**src/rtl/muldiv_unit.sv**
```systemverilog
// Multiply/divide unit: 2-cycle 32x32 multiply and 32-iteration restoring divide,
// producing HI/LO write data with a single-cycle write-enable pulse.
module muldiv_unit (
    input  logic        clk,
    input  logic        resetn,
    input  logic        mult_en,
    input  logic        div_en,
    input  logic        is_signed,
    input  logic [31:0] src1,
    input  logic [31:0] src2,
    output logic        md_busy,
    output logic        md_wen,
    output logic [31:0] md_hi,
    output logic [31:0] md_lo
);

    typedef enum logic [1:0] {StIdle, StMul, StDiv, StDone} state_e;

    state_e      state_q, state_d;
    logic [31:0] op_a_q, op_a_d;
    logic [31:0] op_b_q, op_b_d;
    logic        signed_q, signed_d;
    logic [63:0] res_q, res_d;
    logic [31:0] rem_q, rem_d;
    logic [31:0] quo_q, quo_d;
    logic [5:0]  cnt_q, cnt_d;

    logic        a_neg, b_neg;
    logic [31:0] b_mag, src1_mag;
    logic [63:0] product;
    logic [32:0] shifted, diff;
    logic        no_borrow;
    logic [31:0] rem_step, quo_step, rem_fix, quo_fix;

    always_comb begin
        a_neg    = signed_q & op_a_q[31];
        b_neg    = signed_q & op_b_q[31];
        b_mag    = b_neg ? (32'd0 - op_b_q) : op_b_q;
        src1_mag = (is_signed & src1[31]) ? (32'd0 - src1) : src1;

        // Sign-extend to 64 bits so the low 64 bits of the product are exact in both modes
        product  = $signed({{32{a_neg}}, op_a_q}) * $signed({{32{b_neg}}, op_b_q});

        // One restoring step; a zero divisor never borrows, giving all-ones quotient
        shifted   = {rem_q, quo_q[31]};
        diff      = shifted - {1'b0, b_mag};
        no_borrow = ~diff[32];
        rem_step  = no_borrow ? diff[31:0] : shifted[31:0];
        quo_step  = {quo_q[30:0], no_borrow};
        quo_fix   = (a_neg ^ b_neg) ? (32'd0 - quo_step) : quo_step;
        rem_fix   = a_neg ? (32'd0 - rem_step) : rem_step;
    end

    always_comb begin
        state_d  = state_q;
        op_a_d   = op_a_q;
        op_b_d   = op_b_q;
        signed_d = signed_q;
        res_d    = res_q;
        rem_d    = rem_q;
        quo_d    = quo_q;
        cnt_d    = cnt_q;

        case (state_q)
            StIdle: begin
                if (mult_en || div_en) begin
                    op_a_d   = src1;
                    op_b_d   = src2;
                    signed_d = is_signed;
                    cnt_d    = 6'd0;
                    if (mult_en) begin
                        state_d = StMul;
                    end else begin
                        state_d = StDiv;
                        rem_d   = 32'd0;
                        quo_d   = src1_mag;
                    end
                end
            end
            StMul: begin
                res_d   = product;
                state_d = StDone;
            end
            StDiv: begin
                rem_d = rem_step;
                quo_d = quo_step;
                cnt_d = cnt_q + 6'd1;
                if (cnt_q == 6'd31) begin
                    res_d   = {rem_fix, quo_fix};
                    state_d = StDone;
                end
            end
            StDone: state_d = StIdle;
            default: state_d = StIdle;
        endcase
    end

    always_ff @(posedge clk) begin
        if (!resetn) begin
            state_q  <= StIdle;
            op_a_q   <= 32'd0;
            op_b_q   <= 32'd0;
            signed_q <= 1'b0;
            res_q    <= 64'd0;
            rem_q    <= 32'd0;
            quo_q    <= 32'd0;
            cnt_q    <= 6'd0;
        end else begin
            state_q  <= state_d;
            op_a_q   <= op_a_d;
            op_b_q   <= op_b_d;
            signed_q <= signed_d;
            res_q    <= res_d;
            rem_q    <= rem_d;
            quo_q    <= quo_d;
            cnt_q    <= cnt_d;
        end
    end

    always_comb begin
        md_busy = (state_q == StMul) || (state_q == StDiv);
        md_wen  = (state_q == StDone);
        md_hi   = md_wen ? res_q[63:32] : 32'd0;
        md_lo   = md_wen ? res_q[31:0]  : 32'd0;
    end

endmodule
```
**config.mk**
```make
export PLATFORM = sky130hd
export DESIGN_NAME = muldiv_unit
export DESIGN_NICKNAME = d
export VERILOG_FILES = /design/src/rtl/muldiv_unit.sv
export SDC_FILE = /design/constraint.sdc
export NUM_CORES = 2
export LEC_CHECK = 0
export ABC_AREA = 0
export CAP_MARGIN = 5
export CORE_AREA = 2 2 372 374
export DETAILED_ROUTE_END_ITERATION = 16
export DIE_AREA = 0 0 374 376
export HOLD_SLACK_MARGIN = 0.05
export PLACE_DENSITY_LB_ADDON = 0.08
export SYNTH_ARGS = -nofsm -noshare
export SYNTH_HDL_FRONTEND = slang
export SYNTH_SLANG_ARGS = --single-unit
```
**constraint.sdc**
```tcl
create_clock -name clk -period 16.05 [get_ports clk]
set_input_delay 4.0125 -clock clk [delete_from_list [all_inputs] [get_ports clk]]
set_output_delay 4.0125 -clock clk [all_outputs]
set_load 0.1 [all_outputs]
```
==> metrics.md <==
| Metric | Value |
|---|---|
| DP Area | `between 0.05 and 0.06 mm²` |
| Post-DR vias/cell | `about 5.3` |
| DIE AREA | `about 0.14 mm²` |
| # DRC | `0` |
| DR vias | `41.2k` |
| MaxCap Viol Count | `0` |
| Hold Crit Depth | `2` |
| Setup crit start kind | `register` |
| Setup Fix Bufs, Post-CTS | `0` |
| Fin crit share | `a little over three fifths` |
| Worst-margin pin slew | `between 1000 and 1500 ps` |
| Resize count post-CTS | `0` |
| Worst Path Required | `16490 ps` |
| Initial DRC count | `2963` |
| Post-synth top flop | `dfxtp_1` |
| Worst r2r path cells | `26` |
| Sequential area share after synthesis | `about 7.8%` |
| Htree depth | `1` |
| Power Density | `about 150 mW/mm²` |
| Max_slew headroom | `24.0%` |
| Post-synthesis register bit count | `around 200` |
| Fraction of layout cells with a size suffix above 1 | `3.24%` |
| Die Wd | `374 µm` |
| CP bufs+invs | `5` |
| CTS buffer count | `23` |
| Yosys warning count | `0` |
| Number of flops mapped to enable cells by yosys | `0` |
| Max-slew violations | `0` |
| First-pass GRT wire length | `about 280 mm` |
| Row count | `approximately 140` |
| Finished Cell Area | `approximately 0.055 mm²` |
| Area of the mapped netlist | `0.0516 mm²` |
| Final Skew | `~34 ps` |
| Fillers | `14.1k` |
| I/O Buffers | `134` |
| Slowest library cell on the worst path | `fa_1` |
| DP HPWL | `about 140 mm` |
| Unrepaired setup endpoints after global routing | `no` |
| Drt pass-1 iters | `5` |
| GPL Wtd Cong | `0.904` |
| Post-synth ARST share | `0%` |
| Overall power | `~8 mW` |
| Max Clock Freq | `a little under 100 MHz` |
| Setup Viol. Count Final | `0` |
| Clock Path Buffers | `3` |
| Syn-to-layout area delta | `7.26%` |
| Fin. Hold Viols | `0` |
| Core box area | `between 0.1 and 0.15 mm²` |
| CP top delay family | `adder cells` |
| Largest net degree at the start of global routing | `87` |
| Gate Count Post-Synth | `6092` |
| Clock-pin transition on the worst setup and hold timing paths | `70 ps` |
| Vias in the first global route | `approximately 44k` |
| Util after Layout | `between 40% and 50%` |
| Root buf cell | `clkbuf_16` |
| Clock tree sinks | `approximately 200` |
| Boundary Pins | `~140` |
| WL per Instance | `23.1 µm` |
| Post-synth top area cell | `fa_1` |
| Drt total wl | `around 180 mm` |
| Setup_tns | `0 ps` |
| Critical path capture point type | `register` |
| Worst EP arrival | `10580 ps` |
| Antenna-violating nets left | `0` |
| Die span in y | `376 µm` |
| Count of different cell masters after synthesis | `90` |
| Starting Density | `approximately 38%` |
| Synth top area share | `~44%` |
| HP Start | `res_q[26]` |
| Crit Path Class | `register to register` |
| Fin nets | `between 7k and 8k` |
| CTS tree | `built` |
| Initial antenna violation count | `6` |
| Crit-path max cell delay | `about 1000 ps` |
| Reg-to-Reg End | `res_q[61]` |
| Worst r2r src | `op_a_q[31]` |
| Reg2reg setup slack | `a little under 6000 ps` |
| Total GRT Usage | `26.1%` |
| Commonest non-fill, non-tap cell in the layout | `inv_1` |
| Area contributors post-synth | `fa_1, inv_1, dfxtp_1` |
| Top cell by count, worst path | `fa_1` |
| Clock Latency Late Sink | `a little under 600 ps` |
| Hold-critical path endpoint | `res_q[26]` |
| Outcome | `finished, final reports clean` |
| Worst Hold Class | `register to register` |
| CTS hold repair buffers | `0` |
| Mapped Avg Cell Area | `between 8 and 9 µm²` |
| Most frequent cells in the layout | `inv_1, fa_1, nand2_1, and2_1, a21oi_1` |
| Syn_nets | `between 7k and 8k` |
| Worst-path maximum fanout | `53` |
| Leak | `25.6 nW` |
| Crit path time final | `about 10000 ps` |
| Total gr overflow | `0` |
| VDD IR-drop max | `0.000130 V` |
## sequential cells by signal (all words and copies together), names as in the netlist
register,cells
op_b_q,32
quo_q,32
op_a_q,32
cnt_q,6
rem_q,32
signed_q,1
res_q,64
state_q,2
## power breakdown
group	switching [mW]	internal [mW]
sequential	0.106	0.610
clock	0.259	0.332
combinational	4.50	2.23
## cells in the mapped netlist, drive strengths merged, types with 81 or more instances
| library cell | n |
|---|---|
| a21oi | 291 |
| clkbuf | 309 |
| ha | 252 |
| inv | 1158 |
| xor2 | 81 |
| xnor2 | 110 |
| nor2 | 231 |
| o21ai | 178 |
| and2 | 430 |
| fa | 1126 |
| nand2 | 1042 |
| dfxtp | 201 |
## worst register-to-register path, cell delays in order (launching register included)
cell and delay (ps):
dfxtp_2 320, buf_4 450, nand2_1 740, nor2_1 470, fa_1 560, fa_1 630, fa_1 560, fa_1 1030
inv_1 370, fa_1 570, inv_1 50, fa_1 520, inv_1 50, fa_1 450, fa_1 490, inv_1 40
ha_1 330, a21o_1 190, a21o_1 160, a21oi_1 150, o221ai_1 170, or4_1 430, o21a_1 290, a31o_1 320
a2111o_1 430, a21oi_1 150, nor4_1 90
## metal layers
layer	share of wire [%]	wire [µm]	track usage [%]
met5	0.0061	11	0
met4	3.8	6800	8.05
met3	4.4	7930	2.62
met2	50	90000	45.8
met1	42	75300	33.9
## logic make-up (layout without fill, tap and decap cells)
kind of cell    count (synthesis)  count (layout)  share of synthesized area, %
simple gates                 1976            1976                          17.8
buf+inv                      1526            1427                          11.1
fa+ha+maj                    1378            1378                          49.8
compound gates                781             781                          9.54
flops                         201             201                          7.79
xor+xnor                      191             191                          3.24
mux                            39              39                         0.783
other cells                     0               1                             0
## worst max path at each step
| stage | startpoint | endpoint | depth (start not counted) |
|---|---|---|---|
| global placement | op_a_q[31] | res_q[61] | 26 |
| detailed placement | op_a_q[31] | res_q[61] | 26 |
| global route | op_a_q[31] | res_q[61] | 30 |
| CTS | op_a_q[31] | res_q[61] | 26 |
| finish | op_a_q[31] | res_q[61] | 26 |
| floorplan | op_a_q[31] | res_q[61] | 32 |
## metrics by stage
stage	instances	setup slack (ps)	hold slack, ps
3_3_place_gp	7747	6100	444
3_5_place_dp	7747	5950	443
4_1_cts	7787	5880	452
2_1_floorplan	6092	7050	427
5_1_grt	7787	5280	475
6_report	7788	5910	450
## layout make-up
type	count	area, µm²	share of cell area (%)
antenna	1	2.50	0.00452
clock buffer	29	638	1.15
clock inverter	11	155	0.280
inverter	1158	4360	7.86
multi-input combinational	4365	41900	75.7
sequential	201	4030	7.28
tap	1794	2240	4.05
timing repair buffer	229	2050	3.70
Note: power is estimated with default switching activity, not from simulation.
